--- config.mk ---
export PLATFORM = sky130hd
export DESIGN_NAME = ps2_host_tx
export DESIGN_NICKNAME = d
export VERILOG_FILES = /design/src/rtl/ps2_pkg.sv /design/src/rtl/ps2_line_sync.sv /design/src/rtl/ps2_host_tx.sv
export SDC_FILE = /design/constraint.sdc
export NUM_CORES = 1
export LEC_CHECK = 0
export CORE_MARGIN = 2
export CORE_UTILIZATION = 50
export DETAILED_ROUTE_END_ITERATION = 10
export GPL_TIMING_DRIVEN = 1
export PLACE_DENSITY = 0.84
export SYNTH_ARGS = -nofsm -noshare
export SYNTH_HDL_FRONTEND = slang
export SYNTH_SLANG_ARGS = --single-unit
--- constraint.sdc ---
create_clock -name clk -period 2.4 [get_ports clk]
set_clock_uncertainty 0.1 [all_clocks]
set_input_delay 0.48 -clock clk [delete_from_list [all_inputs] [get_ports clk]]
set_output_delay 0.48 -clock clk [all_outputs]
set_load 0.02 [all_outputs]
--- src/rtl/ps2_pkg.sv ---
// Shared types and constants for the PS/2 host transmitter.
// Frame layout: 8 data bits LSB first, odd parity, stop, device ACK on the 11th clock edge.
package ps2_pkg;

  localparam int unsigned DataBits   = 8;
  localparam int unsigned FrameEdges = 11;
  localparam int unsigned StopEdge   = FrameEdges - 1;
  localparam int unsigned EdgeW      = $clog2(FrameEdges + 1);
  localparam int unsigned BitIdxW    = $clog2(DataBits);

  localparam logic [DataBits-1:0] CmdSetLeds = 8'hED;
  localparam logic [DataBits-1:0] CmdEnable  = 8'hF4;
  localparam logic [DataBits-1:0] CmdReset   = 8'hFF;

  typedef enum logic [2:0] {
    IDLE      = 3'd0,
    INHIBIT   = 3'd1,
    START     = 3'd2,
    XFER      = 3'd3,
    ACK       = 3'd4,
    WAIT_IDLE = 3'd5
  } state_e;

  typedef struct packed {
    logic [DataBits-1:0] data;
    logic                parity;
  } txFrame_t;

  // Odd parity: the bit that makes the total count of ones odd.
  function automatic logic oddParity(input logic [DataBits-1:0] d);
    return ~(^d);
  endfunction

endpackage

--- src/rtl/ps2_line_sync.sv ---
// Two-flop synchronizers for the PS/2 pads and falling-edge detection on the clock line.
// PS2_TX_GLITCH_FILTER_EN adds a 4-sample stability filter on the synchronized clock.
module ps2_line_sync
  import ps2_pkg::*;
(
  input  logic clk,
  input  logic rst,
  input  logic ps2ClkRaw,
  input  logic ps2DataRaw,
  output logic clkLevel_c,
  output logic dataLevel,
  output logic clkFall_c
);

  logic [1:0] clkSync;
  logic [1:0] dataSync;
  logic       clkPrev;

  // Lines idle high, so synchronizers reset to 1 to avoid a false edge after reset.
  always_ff @(posedge clk or negedge rst) begin
    if (!rst) begin
      clkSync  <= 2'b11;
      dataSync <= 2'b11;
    end else begin
      clkSync  <= {clkSync[0], ps2ClkRaw};
      dataSync <= {dataSync[0], ps2DataRaw};
    end
  end

  assign dataLevel = dataSync[1];

`ifdef PS2_TX_GLITCH_FILTER_EN
  logic [2:0] clkHist;
  logic       clkFilt;

  // Level follows the input only once it and the three previous samples agree.
  always_ff @(posedge clk or negedge rst) begin
    if (!rst) begin
      clkHist <= 3'b111;
      clkFilt <= 1'b1;
    end else begin
      clkHist <= {clkHist[1:0], clkSync[1]};
      clkFilt <= clkLevel_c;
    end
  end

  assign clkLevel_c = (clkHist == {3{clkSync[1]}}) ? clkSync[1] : clkFilt;
`else
  assign clkLevel_c = clkSync[1];
`endif

  always_ff @(posedge clk or negedge rst) begin
    if (!rst) begin
      clkPrev <= 1'b1;
    end else begin
      clkPrev <= clkLevel_c;
    end
  end

  assign clkFall_c = clkPrev & ~clkLevel_c;

endmodule

--- src/rtl/ps2_host_tx.sv ---
// PS/2 host-to-device transmitter: inhibit, start bit, data/parity/stop on device clock, ACK check.
// Build option PS2_TX_GLITCH_FILTER_EN enables the clock glitch filter in ps2_line_sync.
module ps2_host_tx
  import ps2_pkg::*;
#(
  parameter int unsigned INHIBIT_CYCLES = 12000,
  parameter int unsigned TIMEOUT_CYCLES = 2000000
) (
  input  logic                clk,
  input  logic                rst,
  input  logic [DataBits-1:0] tx_data,
  input  logic                tx_valid,
  output logic                tx_ready,
  input  logic                ps2_clk_i,
  input  logic                ps2_data_i,
  output logic                ps2_clk_oe,
  output logic                ps2_data_oe,
  output logic                busy,
  output logic                done,
  output logic                ack_err,
  output logic                timeout
);

  localparam int unsigned CntMax = (INHIBIT_CYCLES > TIMEOUT_CYCLES) ? INHIBIT_CYCLES
                                                                     : TIMEOUT_CYCLES;
  localparam int unsigned CntW   = $clog2(CntMax + 1);

  state_e            state;
  state_e            nextState;
  txFrame_t          frame;
  txFrame_t          frameNext;
  logic [CntW-1:0]   cnt;
  logic [CntW-1:0]   cntNext;
  logic [EdgeW-1:0]  edgeIdx;
  logic [EdgeW-1:0]  edgeNext;
  logic              ackFlag;
  logic              ackFlagNext;
  logic              clkOeNext;
  logic              dataOeNext;
  logic              doneNext;
  logic              ackErrNext;
  logic              timeoutNext;

  logic              clkLevel_c;
  logic              dataLevel;
  logic              clkFall_c;
  logic              accept_c;
  logic              inhibitDone_c;
  logic              timeoutHit_c;

  ps2_line_sync u_sync (
    .clk        (clk),
    .rst        (rst),
    .ps2ClkRaw  (ps2_clk_i),
    .ps2DataRaw (ps2_data_i),
    .clkLevel_c (clkLevel_c),
    .dataLevel  (dataLevel),
    .clkFall_c  (clkFall_c)
  );

  assign accept_c      = tx_valid & tx_ready;
  assign inhibitDone_c = (cnt == CntW'(INHIBIT_CYCLES - 1));
  assign timeoutHit_c  = (cnt == CntW'(TIMEOUT_CYCLES - 1));

  // State and registered outputs; reset releases both pads asynchronously.
  always_ff @(posedge clk or negedge rst) begin
    if (!rst) begin
      state       <= IDLE;
      frame       <= '0;
      cnt         <= '0;
      edgeIdx     <= '0;
      ackFlag     <= 1'b0;
      ps2_clk_oe  <= 1'b0;
      ps2_data_oe <= 1'b0;
      done        <= 1'b0;
      ack_err     <= 1'b0;
      timeout     <= 1'b0;
      tx_ready    <= 1'b1;
      busy        <= 1'b0;
    end else begin
      state       <= nextState;
      frame       <= frameNext;
      cnt         <= cntNext;
      edgeIdx     <= edgeNext;
      ackFlag     <= ackFlagNext;
      ps2_clk_oe  <= clkOeNext;
      ps2_data_oe <= dataOeNext;
      done        <= doneNext;
      ack_err     <= ackErrNext;
      timeout     <= timeoutNext;
      tx_ready    <= (nextState == IDLE);
      busy        <= (nextState != IDLE);
    end
  end

  // Next-state logic; a clock edge wins over a simultaneous timeout.
  always_comb begin
    nextState = state;
    case (state)
      IDLE:      if (accept_c) nextState = INHIBIT;
      INHIBIT:   if (inhibitDone_c) nextState = START;
      START:     nextState = XFER;
      XFER: begin
        if (clkFall_c) begin
          if (edgeIdx == EdgeW'(StopEdge - 1)) nextState = ACK;
        end else if (timeoutHit_c) begin
          nextState = IDLE;
        end
      end
      ACK: begin
        if (clkFall_c)         nextState = WAIT_IDLE;
        else if (timeoutHit_c) nextState = IDLE;
      end
      WAIT_IDLE: if (clkLevel_c && dataLevel) nextState = IDLE;
      default:   nextState = IDLE;
    endcase
  end

  // Datapath and output next values.
  always_comb begin
    frameNext   = frame;
    cntNext     = cnt;
    edgeNext    = edgeIdx;
    ackFlagNext = ackFlag;
    clkOeNext   = ps2_clk_oe;
    dataOeNext  = ps2_data_oe;
    doneNext    = 1'b0;
    ackErrNext  = 1'b0;
    timeoutNext = 1'b0;
    case (state)
      IDLE: begin
        if (accept_c) begin
          frameNext.data   = tx_data;
          frameNext.parity = oddParity(tx_data);
          clkOeNext        = 1'b1;
          cntNext          = '0;
          ackFlagNext      = 1'b0;
        end
      end
      INHIBIT: begin
        if (inhibitDone_c) dataOeNext = 1'b1;
        else               cntNext    = cnt + CntW'(1);
      end
      START: begin
        clkOeNext = 1'b0;
        cntNext   = '0;
        edgeNext  = '0;
      end
      XFER: begin
        cntNext = cnt + CntW'(1);
        if (clkFall_c) begin
          edgeNext = edgeIdx + EdgeW'(1);
          // Open drain: oe=1 drives a 0, so each bit goes out inverted.
          if (edgeIdx < EdgeW'(DataBits))
            dataOeNext = ~frame.data[edgeIdx[BitIdxW-1:0]];
          else if (edgeIdx == EdgeW'(DataBits))
            dataOeNext = ~frame.parity;
          else
            dataOeNext = 1'b0;
        end else if (timeoutHit_c) begin
          clkOeNext   = 1'b0;
          dataOeNext  = 1'b0;
          doneNext    = 1'b1;
          timeoutNext = 1'b1;
        end
      end
      ACK: begin
        cntNext = cnt + CntW'(1);
        if (clkFall_c) begin
          ackFlagNext = dataLevel;
        end else if (timeoutHit_c) begin
          clkOeNext   = 1'b0;
          dataOeNext  = 1'b0;
          doneNext    = 1'b1;
          timeoutNext = 1'b1;
        end
      end
      WAIT_IDLE: begin
        if (clkLevel_c && dataLevel) begin
          doneNext   = 1'b1;
          ackErrNext = ackFlag;
        end
      end
      default: begin
        clkOeNext  = 1'b0;
        dataOeNext = 1'b0;
      end
    endcase
  end

endmodule

== Word-level counts from Yosys, hierarchy flattened ==
Index checks and enable logic that the tools add are counted.
W data, S select, Z words.
Operators by class
  $lt $le $gt $ge: 2
  multiplexer cells: 36
  bitwise gates (word level): 8
  add/sub/neg operators: 2
  reductions and logical operators: 17
  eq/ne operators: 17
Operators by type and width (count)
  $pmux W21 S4: 1
  $mux W21: 2
  $add A21 B1 Y21 const B: 1
  $eq A21 B14 Y1 const B: 1
  $eq A21 B21 Y1 const B: 1
  $mux W3: 7
  $mux W1: 18
  $pmux W3 S6: 1
  $ne A2 B2 Y1 const B: 7
  $reduce_and A3 Y1: 3
  $eq A4 B4 Y1 const B: 2
  $pmux W4 S2: 1
  $reduce_xor A8 Y1: 1
  $eq A3 B2 Y1 const B: 2
  $eq A3 B3 Y1 const B: 2
  $logic_not A3 Y1: 2
  $not A1 Y1: 6
  $add A4 B1 Y4 const B: 1
  $lt A3 B4 Y1 const B: 1
  $lt A4 B4 Y1 const B: 1
  $mux W4: 1
  $pmux W1 S2: 2
  $pmux W1 S4: 1
  $reduce_and A2 Y1: 2
  12 further kinds: 15
Storage, ports and cells
  word-level logic and storage cells: 98
  register bits: 50
  input port bits: 13

== Logic depth before layout (Yosys ltp) ==
Gate-level depths: netlist of run 1.
  depth after elaboration: 6
  gate-level depth with buffers: 8

== Modules after synthesis ==
From an unflattened synthesis of run 1, not the netlist that was laid out.
Unflattened totals
  cells, all modules: 273
  area, all modules: 2767.7 µm²
By module, submodules not included
  ps2_host_tx: times used 1, cells an instance 267, area each 2622.5 µm², sequential area each 1127.3 µm²
  ps2_line_sync: times used 1, cells an instance 6, area each 145.1 µm², sequential area each 131.4 µm²

== Worst setup path before layout of run 1 ==
No wires, ideal clock.
  kind: flip-flop to flip-flop
  start: reg cnt[0]
  end: reg busy
  cell stages (with the launch flop): 7
  path slack: 0.130 ns
  path buffers: 0
  arrival time: 2.039 ns
  library setup time: 0.131 ns
  period minus slack after synthesis: 2.270 ns
  cells stage by stage: dfrtp_1 -> ha_1 -> and4_1 -> nand2_1 -> or3_4 -> a311o_1 -> or3_1
Between the ends
  cells in the longest elaborated chain, start to end: 5
  elaborated cells on any way between the ends: 8
  classes of those cells: 2 x eq/ne; 5 x mux; 1 x reduce/logical
RTL lines
  start: declaration: RTL line ps2_host_tx.sv:32  | logic [CntW-1:0] cnt;
  start signal: assignment: RTL line ps2_host_tx.sv:83  | cnt <= cntNext;
  $eq A21 B21 Y1: RTL line ps2_host_tx.sv:63  | assign timeoutHit_c = (cnt == CntW'(TIMEOUT_CYCLES - 1));
  $mux W3: RTL line ps2_host_tx.sv:106, ps2_host_tx.sv:112
  $mux W3 (on tied branches): RTL line ps2_host_tx.sv:111, ps2_host_tx.sv:104
  $pmux W3 S6 *: RTL line ps2_host_tx.sv:99  | case (state)
  via nextState[1]: RTL line ps2_host_tx.sv:29  | state_e nextState;
  $reduce_bool A3 Y1 *: RTL line ps2_host_tx.sv:92  | busy <= (nextState != IDLE);
  end signal: assignment: RTL line ps2_host_tx.sv:92
  end: declaration: RTL line ps2_host_tx.sv:18  | output logic busy,
Mark *: on every way through the listed nets, which the timed path passes. The rest lies on a longest branch.
A chain may end at the register's enable or synchronous reset.

== Final worst setup path of run 1 ==
  start: reg cnt[1]
  end: reg busy
Same word-level chain as after synthesis.

==> reports/summary.txt, run 1 <==
TritonRoute pass-1 iters: 4
CTS Buf Count: 5
Core Area: 0.00517 sq mm
most common cell after layout, fill and taps aside: dfrtp_1
FILL cells: 404
FMAX: 0.430 GHz
share of cells above drive strength 1: 18.9%
max-slew violations: 0
die area: 0.00600 sq mm
multi-input logic area: 0.00137 sq mm
RSZ-0062 raised after global routing: false
Max FO, Critical Path: 4
Vias: 2286
CTS Buffer Depth: 2
Worst Path Arrival: 2410 ps
clk root buf: clkbuf_8
Post-synth EDFFs: 0
GRT overflow: 0
Total Power: 1.52 mW
Internal Power: 1.20 mW
# DRC: 0
Switch Pwr: 0.322 mW
Leak: 1.33 nW
max_cap viols: 0
HP Class: flop to flop
Hold Crit Depth: 0
Final period util: 96.8%
Die X: 77.5 um
number of I/O pins: 20
synthesized area: 0.00270 sq mm
most frequent cells in the layout: dfrtp_1 (44), nand2_1 (30), o21ai_0 (24), buf_4 (24), nor2_1 (20)
worst vdd ir: 0.000300 V
Comb pwr share: 4.9%
vias in the first global route: 2207
antenna viol nets, final: 0
H-tree Lvls: 2
Placement Setup Slack: -37.6 ps
first-pass GRT wire length: 10400 um
Avg Inst Size Synth: 9.60 sq um
Synth cell types: 50
cell count after synthesis: 281
initial core utilization: 52.2%
fraction of the yosys area taken by sequential cells: 46.7%
area delta synth->final: 20.6%
CP Launch Type: flop
Crit. End Element: flop
crit path kind: flop to flop
Reg clk slew, reported paths: 90 ps
CTS tree: built
worst stage delay on the critical path: 410 ps
Least-Margin Pin Slew: 535 ps
FF+latch count, synth: 50
required time of the critical path: 2490 ps
Crit. Startpoint: cnt[1]
ys flop type: dfrtp_1
GP Congestion: 0.882
final setup fails: 0
Final Hold Fails: 0
worst reg2reg path depth: 6
crit-path cells: ha_1 > and4_1 > nand2_1 > or3_4 > a311o_1 > or3_1
largest net degree at the start of global routing: 23
RR Startpoint: cnt[1]
worst rel slew slack: 64.2%
setup slack after layout: 75.7 ps
Layout Nets: 338
initial antenna violation count: 0
die height: 77.5 um
Detailed Route Iter0 Violations: 204
Total GRT Usage: 21.9%
Flop pwr share: 56.2%
Switching Fraction: 21.2%
YS warnings: 0
FP Rows: 26
Clock power frac: 39.0%
PwrDens: 467 mW/mm^2
crit path capture: busy
CTS sink count: 50
FF-to-FF End: busy
crit path time final: 2320 ps
status: completed
HPWL after DPL: 4430 um
ys async rst share: 100%
Crit-path slowest cell: dfrtp_1
drt total wl: 5970 um
port bufs: 19
ANT cells: 0
vias per inst: 5.83
clk_lat worst skew: 310 ps
Net Count, Synth: 298
Avg WL per Cell: 15.2 um
Reg area: 0.00126 sq mm
R2R Setup Slk: 80 ps
-- per-layer routing --
metal / global-route usage, % / share of wire [%] / up-vias / wire length, um
met5: 0 / 0 / - / 0
met4: 9.11 / 2.8 / 0 / 166
met3: 5.58 / 5.8 / 19 / 347
met2: 35.6 / 49 / 82 / 2930
met1: 27.8 / 42 / 1086 / 2530
li1: - / - / 1099 / -
-- registers in the layout (all words and copies together), names as in the netlist, 2 cells and up --
register         flops
frame                9
cnt                 21
edgeIdx              4
state                3
u_sync.dataSync      2
u_sync.clkSync       2
-- cells by family after synthesis --
logic type               Yosys count  share of synthesized area [%]
AND/OR/NAND/NOR                  123                           25.1
AO/OA/AOI/OAI                     57                           13.0
flip-flops                        50                           46.7
buffers and inverters             21                           2.97
XOR/XNOR                          14                           4.55
multiplexers                      12                           5.80
adder cells (fa/ha/maj)            4                           1.86
-- power groups by stage --
stage	registers (mW)	logic [mW]	clock network, mW
floorplan	0.868	0.0259	0
global placement	0.869	0.0723	0
detailed placement	0.869	0.0744	0
CTS	0.853	0.0758	0.608
global route	0.854	0.0829	0.645
finish	0.853	0.0740	0.592
-- cells in the mapped netlist (2+ instances only) --
cell / count / area [sq um]
dfrtp_1: 44 / 1100
nand2_1: 30 / 113
o21ai_0: 24 / 120
nor2_1: 20 / 75.1
nand3_1: 16 / 80.1
xnor2_1: 14 / 123
clkbuf_1: 11 / 41.3
a21oi_1: 10 / 50.1
nor3_1: 10 / 50.1
inv_1: 9 / 33.8
mux2_2: 9 / 101
nor2b_1: 7 / 43.8
nor4_1: 7 / 43.8
dfstp_2: 6 / 158
or3_1: 6 / 37.5
o211ai_1: 5 / 37.5
ha_1: 4 / 50.1
nand4_1: 4 / 25.0
or4_1: 4 / 30.0
o31ai_1: 3 / 22.5
a311oi_1: 2 / 17.5
a31o_2: 2 / 17.5
and4_1: 2 / 17.5
mux4_2: 2 / 45.0
nand2b_1: 2 / 12.5
nor4b_1: 2 / 17.5
o21a_1: 2 / 15.0
o21bai_1: 2 / 15.0
-- worst min path at each step --
stage | startpoint | end
final | u_sync.clkSync[0] | u_sync.clkSync[1]
after global routing | u_sync.clkSync[0] | u_sync.clkSync[1]
after global placement | rst | frame[6]
after detailed placement | rst | frame[5]
after CTS | u_sync.clkSync[0] | u_sync.clkSync[1]
after floorplan | rst | ackFlag
-- through the flow --
stage | std cells | area [sq um] | hold WS [ps] | TNS [ps] | utilization, %
global route | 392 | 3250 | 273 | 0 | 62.9
global placement | 383 | 3130 | 240 | 0 | 60.5
detailed placement | 383 | 3130 | 239 | -169 | 60.5
floorplan | 281 | 2700 | 84.4 | 0 | -
CTS | 392 | 3250 | 263 | 0 | 62.9
finish | 392 | 3250 | 262 | 0 | 62.9
-- worst max-delay path, delay by kind of cell (launching register included) --
| family | cells | cell delay, ps |
|---|---|---|
| compound gates | 1 | 400 |
| fa+ha+maj | 1 | 220 |
| flops | 1 | 410 |
| simple gates | 4 | 1090 |
-- what timing repair did --
| action | in CTS | in global routing |
|---|---|---|
| endpoints found under the setup margin | 0 | 0 |
| setup buffers | 0 | 0 |
| resized for setup | 0 | 0 |
| hold buffers | 1 | 0 |
| endpoints found under the hold margin | 6 | 0 |
-- area by class of cell --
type | count | share of cell area (%)
clock buffers | 5 | 2.11
well taps | 70 | 2.69
repair buffers | 45 | 12.1
flip-flops and latches | 50 | 38.7
multi-input cells | 210 | 41.9
clock inverters | 3 | 1.38
inverters | 9 | 1.04
No activity file was read; power rests on OpenSTA's default activity.
==> run 2: changes to the inputs <==
Settings changed: CTS_CLUSTER_DIAMETER set to 30, SETUP_SLACK_MARGIN set to 0.3, SYNTH_HIERARCHICAL set to 1.
==> run 2 against run 1 <==
  * Register-to-register slack improved by 20 ps
  * Clock-buffer cell count unchanged
  * Maximum frequency increased by 0.65%
  * Wire length increased by 8.9%
  * Area after synthesis increased by 2.6%
  * Final area increased by 6.1%
  * Synthesized cell count decreased by 2.8%
  * Power decreased by 0.16%
  * Global-route usage increased by 1.1 points
  * Highest routed layer unchanged
==> reports/summary.txt, run 2 <==
status: completed
max_cap viols: 0
die area: 0.00615 sq mm
final setup fails: 0
YS warnings: 6
Synth cell types: 61
H-tree Lvls: 2
Detailed Route Iter0 Violations: 216
Reg area: 0.00126 sq mm
largest net degree at the start of global routing: 19
antenna viol nets, final: 0
vias per inst: 5.88
Post-synth EDFFs: 0
crit path kind: flop to flop
Die X: 78.4 um
synthesized area: 0.00277 sq mm
# DRC: 0
FP Rows: 27
number of I/O pins: 20
Worst Hold Path EP: u_sync/clkSync[1]
total negative slack: 0 ps
count leader, synth: dfrtp_1
Final Hold Fails: 0
max-slew violations: 0
drt total wl: 6500 um
initial core utilization: 50.9%
Total GRT Usage: 22.9%
Net Count, Synth: 290
Least-Margin Pin Slew: 446 ps
CTS tree: built
max reg flops: 21
Reg clk slew, reported paths: 90 ps
Leak: 1.43 nW
ANT cells: 0
FF+latch count, synth: 50
FMAX: 0.433 GHz
setup slack after layout: 90.7 ps
GP Congestion: 0.930
port bufs: 19
worst rel slew slack: 70.2%
area delta synth->final: 24.8%
Total Power: 1.52 mW
fin cells: 397
Max FO, Critical Path: 7
Final Cell Area: 0.00345 sq mm
ys flop type: dfrtp_1
largest cells by area after synthesis: dfrtp_1 (40%), dfstp_2 (5.7%), xnor2_1 (4.7%)
FILL cells: 420
worst reg2reg path depth: 6
RR Startpoint: cnt[15]
Avg WL per Cell: 16.4 um
CP Launch Type: flop
most common cell after layout, fill and taps aside: dfrtp_1
required time of the critical path: 2510 ps
clk root buf: clkbuf_8
die height: 78.4 um
HP Class: flop to flop
DP Area: 0.00320 sq mm
multi-input logic area: 0.00149 sq mm
hold_ws: 248 ps
CTS sink count: 50
vias in the first global route: 2320
Biggest register: cnt
RSZ-0062 raised after global routing: true
Yosys top cell area share: 39.8%
clk_lat worst skew: 300 ps
ys async rst share: 100%
worst vdd ir: 0.000333 V
Layout Nets: 341
fin util: 63.5%
placed cell count: 384
synth cell count leaders: dfrtp_1 (44), nand2_1 (28), nor2_1 (18)
HPWL after DPL: 4570 um
Hold Crit Depth: 0
Placement Setup Slack: -175 ps
Final period util: 96.2%
Regs by FF count: cnt: 21 flops, frame: 9 flops, edgeIdx: 4 flops
GRT overflow: 0
cell count after synthesis: 273
Crit. End Element: flop
most frequent cells in the layout: dfrtp_1 (44), buf_4 (31), nand2_1 (25)
crit path time final: 2310 ps
R2R Setup Slk: 90 ps
share of cells above drive strength 1: 29.8%
CTS Buf Count: 5
Vias: 2333
fraction of the yosys area taken by sequential cells: 45.5%
FF-to-FF End: cnt[0]
PwrDens: 439 mW/mm^2
Core Area: 0.00544 sq mm
hold path start: u_sync/clkSync[0]
CTS Buffer Depth: 2
TritonRoute pass-1 iters: 4
first-pass GRT wire length: 11000 um
biggest area consumer among synthesized cells: dfrtp_1
initial antenna violation count: 0
Worst Path Arrival: 2420 ps
Avg Inst Size Synth: 10.1 sq um
-- run 2: power breakdown --
group,internal [mW],total [mW],switching (mW)
logic,0.0383,0.0738,0.0355
clock network,0.307,0.591,0.284
registers,0.849,0.852,0.00208
total,1.20,1.52,0.322
-- run 2: worst max-delay path by stage --
stage / start / to / slack (ps) / cells after the start
after global routing: cnt[15] / busy / 20 / 6
after global placement: tx_valid / cnt[7] / -100 / 7
final: cnt[15] / cnt[0] / 90 / 6
after detailed placement: tx_valid / cnt[9] / -170 / 7
after CTS: cnt[15] / busy / 90 / 6
after floorplan: cnt[13] / busy / 150 / 5
-- run 2: layout make-up --
class | instances | area share [%]
inverter | 8 | 0.870
tap | 72 | 2.61
timing repair buffer | 55 | 13.8
clock buffer | 5 | 1.99
sequential | 50 | 36.4
multi-input combinational | 204 | 43.2
clock inverter | 3 | 1.16
-- run 2: timing repair --
action	CTS	global route
pin swaps	13	11
hold buffers	1	0
setup endpoints to repair	17	24
gates resized for setup	13	15
hold endpoints to repair	10	0
buffers inserted	3	1
-- run 2: kinds of logic (layout without fill, tap and decap cells) --
logic type	Yosys count	in the layout	synth area share (%)
AOI/OAI and AO/OA	54	54	13.7
xor gates and xnor gates	19	19	6.01
buffers and inverters	19	71	4.16
and+or+nand+nor	115	115	23.2
adders and majority gates	4	4	1.81
DFF	50	50	45.5
muxes	12	12	5.65
-- run 2: per-layer routing --
layer | routed length [um] | share of wire (%) | track usage (%) | vias up
met3 | 402 | 6.2 | 3.79 | 15
met1 | 2720 | 42 | 29.7 | 1124
met2 | 3200 | 49 | 37.7 | 97
met5 | 0 | 0 | 0 | -
met4 | 173 | 2.7 | 10.7 | 0
li1 | - | - | - | 1097
-- run 2: critical path, stage by stage (launching register included) --
cell and delay [ps]:
dfrtp_1 390, or4_4 540, or4_4 480, o31ai_4 340, buf_6 190, or3_4 130
nand2_2 40
